## src/rtl/div_if.sv

```systemverilog
// Divider request/result bundle shared by the issuing stage and the divider.
// The issuing stage drives the request side and the divider drives the result side.
interface div_if #(
    parameter int WIDTH = 16
);
    logic             div_en;
    logic [WIDTH-1:0] div_op1;
    logic [WIDTH-1:0] div_op2;
    logic [WIDTH-1:0] div_out;
    logic [WIDTH-1:0] div_rem;
    logic             div_valid_wb;
    logic             div_dbz;
    logic             div_busy;

    // Issuing side: sends a request and reads the results.
    modport master (
        output div_en, div_op1, div_op2,
        input  div_out, div_rem, div_valid_wb, div_dbz, div_busy
    );

    // Divider side: accepts a request and returns the results.
    modport slave (
        input  div_en, div_op1, div_op2,
        output div_out, div_rem, div_valid_wb, div_dbz, div_busy
    );
endinterface

```

## src/rtl/divider.sv

```systemverilog
// Multi-cycle radix-2 restoring divider, signed or unsigned.
// Each operation takes one quotient bit per cycle, then one cycle for sign fix-up.
// The result is ready 17 cycles after the request is accepted.
// Requests use the en / valid_wb handshake, the same one the Booth multiplier uses.
module divider #(
    parameter int WIDTH  = 16,
    parameter bit SIGNED = 1'b1
) (
    input logic  clk,
    input logic  rst_n,
    div_if.slave bus
);
    localparam int CW = $clog2(WIDTH);

    typedef enum logic [1:0] {
        IDLE = 2'd0,
        RUN  = 2'd1,
        FIX  = 2'd2
    } state_t;

    state_t           state;
    logic [CW-1:0]    counter;
    logic [WIDTH-1:0] quo;       // partial quotient; holds the dividend magnitude at start
    logic [WIDTH-1:0] rem;       // partial remainder
    logic [WIDTH:0]   dvsr;      // divisor magnitude; one extra bit so |-2^(W-1)| is exact
    logic             sign_q;
    logic             sign_r;
    logic             dbz;

    logic [WIDTH-1:0] out_q;
    logic [WIDTH-1:0] rem_q;
    logic             valid_q;
    logic             dbz_q;
    logic             busy_q;

    // Operand signs and magnitudes, taken from the request as it is accepted.
    logic             s1;
    logic             s2;
    logic [WIDTH-1:0] mag1;
    logic [WIDTH:0]   mag2;

    assign s1   = SIGNED & bus.div_op1[WIDTH-1];
    assign s2   = SIGNED & bus.div_op2[WIDTH-1];
    assign mag1 = s1 ? (WIDTH'(0) - bus.div_op1) : bus.div_op1;
    assign mag2 = s2 ? ((WIDTH+1)'(0) - {1'b1, bus.div_op2}) : {1'b0, bus.div_op2};

    // One restoring step: shift {rem,quo} left, then try subtracting the divisor.
    // The true difference always fits in WIDTH+1 signed bits, so the top bit of
    // the result reliably says "negative, restore".
    logic [WIDTH:0]   rem_sh;
    logic [WIDTH:0]   trial;
    logic             restore;
    logic [WIDTH-1:0] rem_nxt;
    logic [WIDTH-1:0] quo_nxt;

    assign rem_sh  = {rem, quo[WIDTH-1]};
    assign trial   = rem_sh - dvsr;
    assign restore = trial[WIDTH];
    assign rem_nxt = restore ? rem_sh[WIDTH-1:0] : trial[WIDTH-1:0];
    assign quo_nxt = {quo[WIDTH-2:0], ~restore};

    // Control FSM and datapath: accept in IDLE, iterate in RUN, sign-correct in FIX.
    // NOTE: every register here is assigned with <= so all of them update together
    // from values sampled before the edge; a blocking '=' would let later lines see
    // values already updated in this same cycle.
    always_ff @(posedge clk or negedge rst_n) begin
        if (!rst_n) begin
            state   <= IDLE;
            counter <= '0;
            quo     <= '0;
            rem     <= '0;
            dvsr    <= '0;
            sign_q  <= 1'b0;
            sign_r  <= 1'b0;
            dbz     <= 1'b0;
            out_q   <= '0;
            rem_q   <= '0;
            valid_q <= 1'b0;
            dbz_q   <= 1'b0;
            busy_q  <= 1'b0;
        end else begin
            valid_q <= 1'b0;
            dbz_q   <= 1'b0;
            case (state)
                IDLE: begin
                    if (bus.div_en) begin
                        quo     <= mag1;
                        dvsr    <= mag2;
                        sign_q  <= s1 ^ s2;
                        sign_r  <= s1;
                        dbz     <= (bus.div_op2 == '0);
                        rem     <= '0;
                        counter <= '0;
                        busy_q  <= 1'b1;
                        state   <= RUN;
                    end
                end
                RUN: begin
                    rem     <= rem_nxt;
                    quo     <= quo_nxt;
                    counter <= counter + 1'b1;
                    if (counter == CW'(WIDTH - 1)) begin
                        state <= FIX;
                    end
                end
                FIX: begin
                    // With a zero divisor the iteration leaves |op1| in rem,
                    // so the remainder path gives op1 back unchanged.
                    out_q   <= dbz ? '1 : (sign_q ? (WIDTH'(0) - quo) : quo);
                    rem_q   <= sign_r ? (WIDTH'(0) - rem) : rem;
                    valid_q <= 1'b1;
                    dbz_q   <= dbz;
                    busy_q  <= 1'b0;
                    state   <= IDLE;
                end
                default: begin
                    busy_q <= 1'b0;
                    state  <= IDLE;
                end
            endcase
        end
    end

    assign bus.div_out      = out_q;
    assign bus.div_rem      = rem_q;
    assign bus.div_valid_wb = valid_q;
    assign bus.div_dbz      = dbz_q;
    assign bus.div_busy     = busy_q;
endmodule

```

## src/flat_wrapper.sv

```systemverilog
// flat-port wrapper written by rule: the top's interface ports become plain ports
module divider_flat 
#(
    parameter int WIDTH  = 16,
    parameter bit SIGNED = 1'b1
)
  (clk, rst_n, bus_div_en, bus_div_op1, bus_div_op2, bus_div_out, bus_div_rem, bus_div_valid_wb, bus_div_dbz, bus_div_busy);
  div_if #(.WIDTH(WIDTH)) bus_i ();
  input logic clk;
  input logic rst_n;
  input wire logic [$bits(bus_i.div_en)-1:0] bus_div_en;
  input wire logic [$bits(bus_i.div_op1)-1:0] bus_div_op1;
  input wire logic [$bits(bus_i.div_op2)-1:0] bus_div_op2;
  output wire logic [$bits(bus_i.div_out)-1:0] bus_div_out;
  output wire logic [$bits(bus_i.div_rem)-1:0] bus_div_rem;
  output wire logic [$bits(bus_i.div_valid_wb)-1:0] bus_div_valid_wb;
  output wire logic [$bits(bus_i.div_dbz)-1:0] bus_div_dbz;
  output wire logic [$bits(bus_i.div_busy)-1:0] bus_div_busy;
  assign bus_i.div_en = bus_div_en;
  assign bus_i.div_op1 = bus_div_op1;
  assign bus_i.div_op2 = bus_div_op2;
  assign bus_div_out = bus_i.div_out;
  assign bus_div_rem = bus_i.div_rem;
  assign bus_div_valid_wb = bus_i.div_valid_wb;
  assign bus_div_dbz = bus_i.div_dbz;
  assign bus_div_busy = bus_i.div_busy;
  divider #(.WIDTH(WIDTH), .SIGNED(SIGNED)) u_core (.clk(clk), .rst_n(rst_n), .bus(bus_i));
endmodule
```

## config.mk

```make
export PLATFORM = sky130hd
export DESIGN_NAME = divider_flat
export DESIGN_NICKNAME = d
export VERILOG_FILES = /design/src/rtl/div_if.sv /design/src/rtl/divider.sv /design/src/flat_wrapper.sv
export SDC_FILE = /design/constraint.sdc
export NUM_CORES = 1
export LEC_CHECK = 0
export CORE_UTILIZATION = 35
export CTS_BUF_LIST = sky130_fd_sc_hd__clkbuf_4 sky130_fd_sc_hd__clkbuf_8 sky130_fd_sc_hd__clkbuf_16
export DETAILED_ROUTE_END_ITERATION = 10
export PLACE_DENSITY = 0.53
export SYNTH_ARGS = -nofsm -noshare
export SYNTH_HDL_FRONTEND = slang
export SYNTH_SLANG_ARGS = --single-unit
```

## constraint.sdc

```tcl
create_clock -name clk -period 4.3 [get_ports clk]
set_clock_uncertainty 0.15 [all_clocks]
set_input_delay 0.43 -clock clk [delete_from_list [all_inputs] [get_ports clk]]
set_output_delay 0.43 -clock clk [all_outputs]
set_load 0.1 [all_outputs]
```

---- After elaboration in Yosys (flattened, before gate mapping) ----
Index checks and enable logic that the tools add are counted.
storage, ports and cells
  register bits ........................... 93
  logic and storage cells ................. 53
  latch bits .............................. 0
  input bits .............................. 35
  memory bits (read-only) ................. 0
  memories kept ........................... 0
  memory bits (writable) .................. 0
operators by class
  order comparisons ....................... 0
  $add $sub $neg .......................... 6
  mux-type cells .......................... 19
  reduce and logical (&&, ||, !) cells .... 7
  shift operators ......................... 0
  bitwise gates (word level) .............. 3
  eq/ne operators ......................... 5
  divide/modulo/power cells ............... 0
  multipliers ............................. 0
operators with widths
  cell                                                    number
  two-way mux 16 bit                                      7
  case mux 16 bit (2 select lines)                        2
  subtractor 1 x 16 -> 16 bit (first input constant)      3
  two-way mux 17 bit                                      1
  subtractor 1 x 17 -> 17 bit (first input constant)      1
  subtractor 17 bit                                       1
  logical NOT 16 bit                                      1
  case mux 4 bit (2 select lines)                         1
  AND reduction 2 bit                                     4
  adder 4 x 1 -> 4 bit (second input constant)            1
  equality test 4 bit (second input constant)             1
  two-way mux 2 bit                                       2
  two-way mux 4 bit                                       1
  case mux 2 bit (2 select lines)                         1
  two-way mux 1 bit                                       3
  equality test 2 x 1 -> 1 bit (second input constant)    1
  equality test 2 bit (second input constant)             1
  logical NOT 2 bit                                       1
  inequality test 2 x 1 -> 1 bit (second input constant)  1
  inequality test 2 bit (second input constant)           1
  NOT 1 bit                                               2
  case mux 1 bit (2 select lines)                         1
  nonzero test 2 bit                                      1
  XOR 1 bit                                               1

---- Longest topological paths before layout ----
Gate-level depths: netlist (run 1).
  depth in word-level cells ............... 4
  mapped depth ............................ 11
  gate-level depth less buffers ........... 10

---- Worst setup path before layout (run 1) ----
Ideal clock, no wire load.
  path kind ............................... register to register
  start ................................... register u_core.quo[15]
  end ..................................... register u_core.rem[1]
  cell stages (with the launch flop) ...... 11
  data arrival time ....................... 2352 ps
  period minus slack after synthesis ...... 2624 ps
  path slack .............................. 1676 ps
  setup time .............................. 122 ps
  cells stage by stage .................... dfrtp_1 inv_1 ha_1 fa_1 nand2b_1 a21o_1 a21oi_2 o221ai_4 xnor2_1 nand2_1 a32o_1
on the way
  word-level cells in the longest chain between the ends .. 3
RTL lines
  element                           line            RTL
  from (decl)                       divider.sv:23   logic [WIDTH-1:0] quo;
  from (signal assigned)            divider.sv:87   quo <= mag1;
  from (signal assigned)            divider.sv:100  quo <= quo_nxt;
  subtractor 17 bit                 divider.sv:57   assign trial = rem_sh - dvsr;
  two-way mux 16 bit                divider.sv:59   assign rem_nxt = restore ? rem_sh[WIDTH-1:0] : trial[WIDTH-1:0];
  case mux 16 bit (2 select lines)  divider.sv:84   case (state)
  to (signal assigned)              divider.sv:99   rem <= rem_nxt;
  to (decl)                         divider.sv:24   logic [WIDTH-1:0] rem;
No other way between the ends.
A chain may end at the register's enable or synchronous reset.

---- Worst setup path in the final report (run 1) ----
  start ................................... register u_core.quo[15]
  end ..................................... register u_core.rem[0]
on the way
  word-level cells in the longest chain between the ends .. 3
RTL lines
  element                             line
  subtractor 17 bit                   divider.sv:57
  two-way mux 16 bit *                divider.sv:59
  case mux 16 bit (2 select lines) *  divider.sv:84
Every way passes the cells marked *; elsewhere a longest branch is shown, timed or not.

==> qor.csv, run 1 <==
metric,value,unit
status,completed,
H-tree Lvls,3,
Ports,70,
syn_area_per_cell,8.925,um^2
"Reg clk slew, reported paths",0.07,ns
layout cells sized above 1,4.380,%
register area,2327,um^2
CTS Buf Count,9,
Final min period,3.243,ns
drt first pass iters,4,
area of the core,15370,um^2
Die ar.,16420,um^2
TritonCTS clock tree,done,
total inserted antenna cells,0,
VDD IR max,0.3055,mV
max-cap viol count,0,
clock latency at the later pin of the worst-skew pair,0.36,ns
fraction of registers with async set/reset,100.0,%
Area Overhead vs Synth,21.12,%
routed vias,4645,
Pwr Density,896.1,nW/um^2
Critical Path Source,u_core.quo[15],
Die Span Y,128.1,um
CP endpoint kind,register,
Root Driver,clkbuf_16,
Yosys warnings,0,
Metal-1 WL,7163,um
Resized cells post-CTS,0,
Initial DRC Count,276,
Critical Path AT,3.33,ns
RR Endpoint,u_core.rem[0],
Met2 Wirelength,5936,um
Peak Freq,0.3084,GHz
DR vias/cell,5.184,
Multi-input gate area,3022,um^2
WL met3,639,um
"Hold Vio Cnt, Final",0,
"flops & latches, synth",93,
cell area after synthesis,5569,um^2
ys flop type,dfrtp_1,
Post-Syn Instances,624,
Die Wd,128.1,um
Final ANT Viol Nets,0,
Detailed Route WL,13960,um
number of port buffers,69,
Post-route DRC,0,
"Remaining Overflow, GRT",0,
post-synthesis sequential area ratio,41.79,%
max layer used,met4,
Post-DP HPWL,10570,um
fillers,1528,
gpl congestion,0.8042,
initial core utilization,36.23,%
CP Data Required Time,4.39,ns
syn_nets,681,
post-synthesis cell type count,55,
CP max FO,24,
final worst setup slack,1.057,ns
worst reg2reg path depth,10,
final net count,737,
Slew Limit Headroom,33.42,%
"EDFF count, synth",0,
final setup fails,0,
final period utilization,75.41,%
first-pass GRT wire length,23160,um
worst-margin pin slew,0.9951,ns
origin of the critical flop-to-flop path,u_core.quo[15],
Final TNS setup,0,ns
number of global-route vias before repair,4536,
flop2flop setup slack,1.06,ns
RSZ-0062 raised after global routing,false,
# rows,45,
P_leak,2.873,nW
kind of critical path,reg2reg,
startpoint types,register,
initial antenna violation count,0,
Post CTS Setup Buffer Count,0,
Post-CTS Hold Fix Bufs,0,
Placement Setup Slack,1.104,ns
worst min path class,in2async,
Clock Path Buffers,2,
CTS sink cnt,93,
post-DR wirelength/cell,15.58,um
Final Slew Violations,0,
total track usage,18.09,%
largest net degree at the start of global routing,66,
==> synthesized netlist by cell type, types with 2 or more instances <==
master	count	share of area, %
a22oi_1	11	1.5
nor2_1	32	2.2
and3_1	4	0.45
o211ai_1	3	0.40
nand2_1	92	6.2
o2111ai_1	2	0.31
nor3_1	5	0.45
buf_2	2	0.18
ha_1	21	4.7
o41ai_1	5	0.79
inv_1	26	1.8
or3_1	10	1.1
and2_1	4	0.45
clkbuf_1	25	1.7
nand3_1	17	1.5
xor2_1	52	8.2
nor2b_1	5	0.56
nand2b_1	10	1.1
a32oi_1	6	0.94
o22ai_1	8	0.90
clkinv_1	3	0.20
xnor2_1	17	2.7
o21ai_0	67	6.0
nand4_1	3	0.34
dfrtp_1	93	42
mux2i_1	3	0.54
o311ai_0	8	1.3
a21oi_1	37	3.3
nor4_1	2	0.22
or2_2	2	0.22
a32o_1	2	0.36
or4_1	3	0.40
o31ai_1	18	2.4
a21o_1	5	0.67
==> cells in the final DEF (no fill, tap or decap), drive strengths merged, types with 11 or more instances in the layout <==
cell type and n:
dfrtp 93, o31ai 18, nand2 92, a21oi 38, clkdlybuf4s50 68, nor2 32, a22oi 11, ha 21
inv 29, xor2 53, o21ai 67, nand3 17, xnor2 17
==> power breakdown <==
part / switching (W) / internal [W] / total [W] / leakage, nW
Sequential: 0.000432 / 0.00124 / 0.00167 / 1.19
Clock: 0.000372 / 0.000459 / 0.000831 / 0.148
Combinational: 0.00224 / 0.00130 / 0.00354 / 1.54
==> layout make-up <==
cell class | count | share of cell area, %
Timing Repair Buffer | 73 | 10.65
Clock inverter | 7 | 1.187
Inverter | 29 | 1.614
Multi-Input combinational cell | 474 | 44.80
Tap cell | 211 | 3.914
Sequential cell | 93 | 34.50
Clock buffer | 9 | 3.339
==> registers in the layout (all words and copies together), names as in the netlist <==
register / cells
u_core.quo: 16
u_core.rem: 16
u_core.bus.div_valid_wb: 1
u_core.dvsr: 17
u_core.state: 2
u_core.counter: 4
u_core.bus.div_out: 16
u_core.bus.div_rem: 16
u_core.dbz: 1
u_core.bus.div_dbz: 1
u_core.sign_r: 1
u_core.sign_q: 1
u_core.bus.div_busy: 1
==> cells by family (layout without fill, tap and decap cells) <==
family | count (synthesis) | after routing | share of synthesized area, %
AOI/OAI and AO/OA | 185 | 185 | 21.32
xor gates and xnor gates | 70 | 70 | 11.14
muxes | 4 | 4 | 0.7414
adders and majority gates | 22 | 22 | 5.077
and+or+nand+nor | 193 | 193 | 15.91
buffers and inverters | 57 | 118 | 4.021
DFF | 93 | 93 | 41.79
==> layer usage <==
layer  vias to the layer above  track usage [%]
li1                       2348                -
met1                      2190            26.72
met2                        94            26.50
met3                        13            2.922
met4                         0            6.436
met5                         -                0
==> critical path, stage by stage, from the launching register on <==
cell,delay (ns)
dfrtp_1,0.39
inv_1,0.08
ha_1,0.21
fa_1,0.39
nand2b_1,0.20
a21o_1,0.21
a21oi_2,0.21
o221ai_4,0.16
xor2_2,0.73
nand2_1,0.12
a32o_1,0.27
==> through the flow <==
step	utilization, %	area [um^2]	hold WS, ns	total power [W]	instances
floorplan	-	5569	-0.01559	0.004368	624
global placement	41.90	6440	0.3127	0.005168	880
detailed placement	41.90	6440	0.3207	0.005230	880
CTS	43.88	6745	0.04450	0.006078	896
global route	43.88	6745	0.08363	0.006530	896
finish	43.88	6745	0.01036	0.006044	896
==> how the worst max path moves through the flow <==
stage                     slack, ns             to  cells past startpoint
after floorplan                1.68  u_core.rem[1]                     10
after global placement         1.16  u_core.rem[0]                     10
after detailed placement       1.10  u_core.rem[1]                     10
after CTS                      1.09  u_core.rem[1]                     10
after global routing           0.84  u_core.rem[0]                     10
final                          1.06  u_core.rem[0]                     10
Power figures use the tool's default switching activity.
==> inputs of run 2 (changes only) <==
clock period = 3.2 ns   (was 4.3 ns; I/O delays follow)
==> qor.csv, run 2 (same netlist as run 1, synthesis figures left out) <==
metric,value,unit,change
area of the core,15370,um^2,unchanged
Critical Path AT,2.98,ns,was 3.33 ns
layout cells sized above 1,9.812,%,was 4.380%
origin of the critical flop-to-flop path,u_core.quo[15],,unchanged
RSZ-0062 raised after global routing,false,,unchanged
"Reg clk slew, reported paths",0.07,ns,about the same
first-pass GRT wire length,22350,um,was 23160 um
gpl congestion,0.8481,,was 0.8042
post-layout util,43.88,%,unchanged
max-cap viol count,0,,unchanged
final setup fails,0,,unchanged
worst min path class,reg2reg,,was in2async
total inserted antenna cells,0,,unchanged
drt first pass iters,6,,was 4
final period utilization,90.34,%,was 75.41%
Post-DP HPWL,10380,um,was 10570 um
CP endpoint kind,register,,unchanged
fillers,1517,,was 1528
P_leak,2.969,nW,was 2.873 nW
Multi-input gate area,3022,um^2,unchanged
Clock Path Buffers,2,,unchanged
CP max FO,20,,was 24
Slew Limit Headroom,34.45,%,was 33.42%
"commonest non-fill, non-tap cell in the layout",dfrtp_1,,unchanged
CP Data Required Time,3.29,ns,was 4.39 ns
Final Slew Violations,0,,unchanged
Power Total,0.008171,W,was 0.006044 W
Ports,70,,unchanged
CTS sink cnt,93,,unchanged
Final ANT Viol Nets,0,,unchanged
total track usage,17.30,%,was 18.09%
register area,2327,um^2,unchanged
Die Span Y,128.1,um,unchanged
Critical Path End,u_core.rem[1],,was u_core.rem[0]
startpoint types,register,,unchanged
status,completed,,unchanged
Post-CTS Hold Fix Bufs,1,,was 0
RR Endpoint,u_core.rem[1],,was u_core.rem[0]
routed vias,4586,,was 4645
kind of critical path,reg2reg,,unchanged
Root Driver,clkbuf_16,,unchanged
number of port buffers,69,,unchanged
flop2flop setup slack,0.31,ns,was 1.06 ns
largest register by flop count,u_core.dvsr,,unchanged
Die ar.,16420,um^2,unchanged
VDD IR max,0.5295,mV,was 0.3055 mV
worst reg2reg path depth,11,,was 10
Critical Path Source,u_core.quo[15],,unchanged
max reg flops,17,,unchanged
post-route cell area,6745,um^2,unchanged
# rows,45,,unchanged
post-DR wirelength/cell,14.90,um,was 15.58 um
number of global-route vias before repair,4360,,was 4536
clock latency at the later pin of the worst-skew pair,0.34,ns,was 0.36 ns
TritonCTS clock tree,done,,unchanged
"commonest cells after routing, fill and taps aside","dfrtp_1 (93), nand2_1 (92), o21ai_0 (66)",,"was dfrtp_1 (93), nand2_1 (92), clkdlybuf4s50_1 (68)"
initial antenna violation count,0,,unchanged
"Remaining Overflow, GRT",0,,unchanged
Pwr Density,1211,nW/um^2,was 896.1 nW/um^2
DR vias/cell,5.073,,was 5.184
largest net degree at the start of global routing,67,,was 66
Post CTS Setup Buffer Count,0,,unchanged
dpl cell area,6452,um^2,was 6440 um^2
H-tree Lvls,3,,unchanged
Detailed Route WL,13470,um,was 13960 um
Hold Worst Slack,0.3281,ns,was 0.01036 ns
Post-route DRC,0,,unchanged
worst-margin pin slew,0.9796,ns,was 0.9951 ns
Peak Freq,0.3459,GHz,was 0.3084 GHz
"Hold Vio Cnt, Final",0,,unchanged
final net count,745,,was 737
initial core utilization,36.23,%,unchanged
CTS Buf Count,9,,unchanged
Resized cells post-CTS,0,,unchanged
Initial DRC Count,307,,was 276
Final TNS setup,0,ns,unchanged
Area Overhead vs Synth,21.12,%,unchanged
Final min period,2.891,ns,was 3.243 ns
Die Wd,128.1,um,unchanged
==> run 2: changes by cell type in the layout (fill, tap and decap cells not counted) <==
cell             before  now
bufinv_16             1    0
clkdlybuf4s50_1      68   37
clkinvlp_4            1    2
buf_12                0    3
buf_4                 5   40
inv_6                 2    1
dlygate4sd3_1         0    1
clkinv_4              1    2
==> run 2: worst min-delay path by stage <==
stage                          start               endpoint  cells after the start
2_1_floorplan                  rst_n    u_core.bus.div_busy                      0
3_3_place_gp   u_core.bus.div_rem[3]  u_core.bus.div_rem[3]                      2
3_5_place_dp   u_core.bus.div_rem[2]  u_core.bus.div_rem[2]                      2
4_1_cts        u_core.bus.div_rem[2]  u_core.bus.div_rem[2]                      2
5_1_grt        u_core.bus.div_rem[3]  u_core.bus.div_rem[3]                      2
6_report             u_core.dvsr[10]        u_core.dvsr[10]                      2
==> run 2: cell type report <==
cell class / count / share of cell area (%)
clock buffers: 9 / 3.339
clock inverters: 7 / 0.8533
inverters: 29 / 1.614
multi-input cells: 474 / 44.80
flip-flops and latches: 93 / 34.50
well taps: 211 / 3.914
repair buffers: 81 / 10.98
==> run 2: stage by stage <==
| stage | worst slack [ns] | std cells |
|---|---|---|
| after floorplan | 0.5762 | 624 |
| after global placement | 0.4023 | 887 |
| after detailed placement | 0.3225 | 887 |
| after CTS | 0.3142 | 904 |
| after global routing | 0.1269 | 904 |
| final | 0.3091 | 904 |
==> run 2: layer usage <==
metal	part of all wire [%]	wire length (um)	GRT usage, %
met1	53	7173	25.66
met2	42	5615	25.26
met5	0	0	0
met4	1.2	164	4.983
met3	3.8	518	3.464
==> run 2: critical path, cell delays in order, from the launching register on <==
cell and delay, ns:
dfrtp_1 0.39, inv_1 0.07, ha_1 0.21, fa_1 0.38, nand2b_1 0.20, a21o_1 0.20, a21oi_2 0.20, o221ai_4 0.15
xor2_2 0.32, buf_12 0.20, nand2_1 0.06, a32o_1 0.25
==> run 2: where the power goes <==
group / switching (W) / internal (W) / leakage, nW
Sequential: 0.000556 / 0.00167 / 1.19
Combinational: 0.00305 / 0.00187 / 1.65
Clock: 0.000487 / 0.000536 / 0.134
Total: 0.00410 / 0.00407 / 2.97
==> RTL edit: new RTL, flow settings as in run 1 <==
`WIDTH` is set to 16 in 3 places; all go to 8.
--- a/src/rtl/div_if.sv
+++ b/src/rtl/div_if.sv
@@ -1,7 +1,7 @@
 // Divider request/result bundle shared by the issuing stage and the divider.
 // The issuing stage drives the request side and the divider drives the result side.
 interface div_if #(
-    parameter int WIDTH = 16
+    parameter int WIDTH = 8
 );
     logic             div_en;
     logic [WIDTH-1:0] div_op1;
--- a/src/rtl/divider.sv
+++ b/src/rtl/divider.sv
@@ -3,7 +3,7 @@
 // The result is ready 17 cycles after the request is accepted.
 // Requests use the en / valid_wb handshake, the same one the Booth multiplier uses.
 module divider #(
-    parameter int WIDTH  = 16,
+    parameter int WIDTH  = 8,
     parameter bit SIGNED = 1'b1
 ) (
     input logic  clk,
--- a/src/flat_wrapper.sv
+++ b/src/flat_wrapper.sv
@@ -1,7 +1,7 @@
 // flat-port wrapper written by rule: the top's interface ports become plain ports
 module divider_flat 
 #(
-    parameter int WIDTH  = 16,
+    parameter int WIDTH  = 8,
     parameter bit SIGNED = 1'b1
 )
   (clk, rst_n, bus_div_en, bus_div_op1, bus_div_op2, bus_div_out, bus_div_rem, bus_div_valid_wb, bus_div_dbz, bus_div_busy);
Ports: changed (resized bus_div_op1, bus_div_op2, bus_div_out and bus_div_rem); port bits go from 70 to 38. The function was not compared with the original's and may differ.
==> RTL edit against run 1 <==
Die area fell by 45%. Sequential share of layout area grew 2.2 points. Cell area down 48%. Area after synthesis fell by 46%. Maximum frequency is 18% higher. Final cell count is 48% lower. Non-clock buffer count fell by 33. Wire length fell by 56%. Sequential cell count fell by 41. Setup slack better by 490 ps. Via count down 50%. Largest cell class unchanged. Highest routed layer unchanged.
Power is not shown: default switching activity piles up to over one toggle a cycle in this logic, so the estimate is an artifact.
==> RTL edit: results (changes against run 1) <==
metric,value,unit,change
status,"finished, final reports clean",,
layout cells sized above 1,4.43,%,+0.053 points
depth of the worst register-to-register path,10,,unchanged
HP Class,in2async,,
first-pass iteration count of the detailed router,4,,unchanged
Hold Slack,63.1,ps,+52.8 ps
Skew-Pair Late Insertion Delay,310,ps,-50 ps
TritonCTS buffer count,5,,-4
Max-Slew Margin vs Limit,35.6,%,+2.2 points
H-tree depth,2,,-1
Synth Net Count,364,,-47%
Synth cell types,42,,-24%
Nets,395,,-46%
"Seq/Total Area, Yosys",43.1,%,+1.3 points
ys async rst share,100,%,unchanged
WL final,6130,µm,-56%
RD Place Congestion,0.773,,-3.9%
routing usage on met1,22.1,%,-4.7 points
Synth area leaders,"dfrtp_1 (43%), nand2_1 (6.2%), ha_1 (5.8%)",,
Global Route Usage Sum,15.6,%,-2.5 points
Filler cells,836,,-45%
Worst Path Max Fanout,15,,-38%
r2r startpoint,u_core.quo[7],,
CTS root buf,clkbuf_8,,
commonest cells in the netlist,"dfrtp_1 (52), nand2_1 (50), o21ai_0 (28), nor2_1 (23), xor2_1 (20)",,
via count,2305,,-50%
number of flip-flops in the largest register,9,,-8
global-route track usage on met3,2.66,%,-0.26 points
"Most flops, register",u_core.dvsr,,
R2R setup slack,1540,ps,+490 ps
vias in the first global route,2218,,-51%
Clock transition at path regs,90,ps,+20 ps
met2 Track Usage GR,24.3,%,-2.2 points
crit path DAT,2790,ps,-540 ps
first-pass GRT wire length,10800,µm,-53%
final antenna diode count,0,,unchanged
DR iter-0 viols,72,,-74%
port buffer count,37,,-46%
pin count of the biggest net entering global routing,53,,-20%
worst reg2reg path endpoint,u_core.rem[2],,
post-DP HPWL,4530,µm,-57%
Yosys warnings,0,,unchanged
-- RTL edit: per-layer routing --
layer | up-vias | wire length [µm]
met5 | - | 0
met2 | 35 | 2640
met3 | 7 | 157
met1 | 1061 | 3250
li1 | 1202 | -
met4 | 0 | 79
-- RTL edit: worst max-delay path, cell delays in order, from the launching register on --
cell      delay, ps
dfrtp_1         410
inv_1           100
ha_1            170
inv_1            50
fa_1            430
a211oi_2        230
nor3_1           90
or4_4           500
nand3_4         200
mux2i_1         230
o21ai_1          70
-- RTL edit: final cells by class --
cell class | count | area (µm²) | area share, %
timing repair buffer | 40 | 388 | 11.0
sequential | 52 | 1300 | 36.7
clock buffer | 5 | 68.8 | 1.94
tap | 105 | 131 | 3.71
inverter | 20 | 75.1 | 2.12
clock inverter | 2 | 12.5 | 0.353
multi-input combinational | 242 | 1560 | 44.2
-- RTL edit: worst max-delay path by stage --
stage                               end  cells past startpoint  slack [ps]     startpoint
final                     u_core.rem[2]                     10        1540  u_core.quo[7]
after global routing      u_core.rem[2]                     10        1410  u_core.quo[7]
after CTS                 u_core.rem[2]                     10        1550  u_core.quo[7]
after detailed placement  u_core.rem[2]                     10        1550  u_core.quo[7]
after global placement    u_core.rem[1]                     10        1630  u_core.quo[7]
after floorplan           u_core.rem[3]                     11        1790  u_core.quo[7]
-- RTL edit: per-stage QoR --
step                      cell area, µm²  instances  setup slack, ps
after floorplan                     3020        330             1790
after global placement              3460        459             1630
after detailed placement            3460        459             1550
after CTS                           3540        466             1550
after global routing                3540        466             1410
final                               3540        466             1540
-- RTL edit: logic make-up (layout without fill, tap and decap cells) --
logic type,Yosys count,count (layout),share of synthesized area (%)
AO/OA/AOI/OAI,84,84,18.4
XOR/XNOR,28,28,8.13
adder cells (fa/ha/maj),15,15,6.47
buffers and inverters,36,67,5.02
flip-flops,52,52,43.1
multiplexers,7,7,2.32
AND/OR/NAND/NOR,108,108,16.5
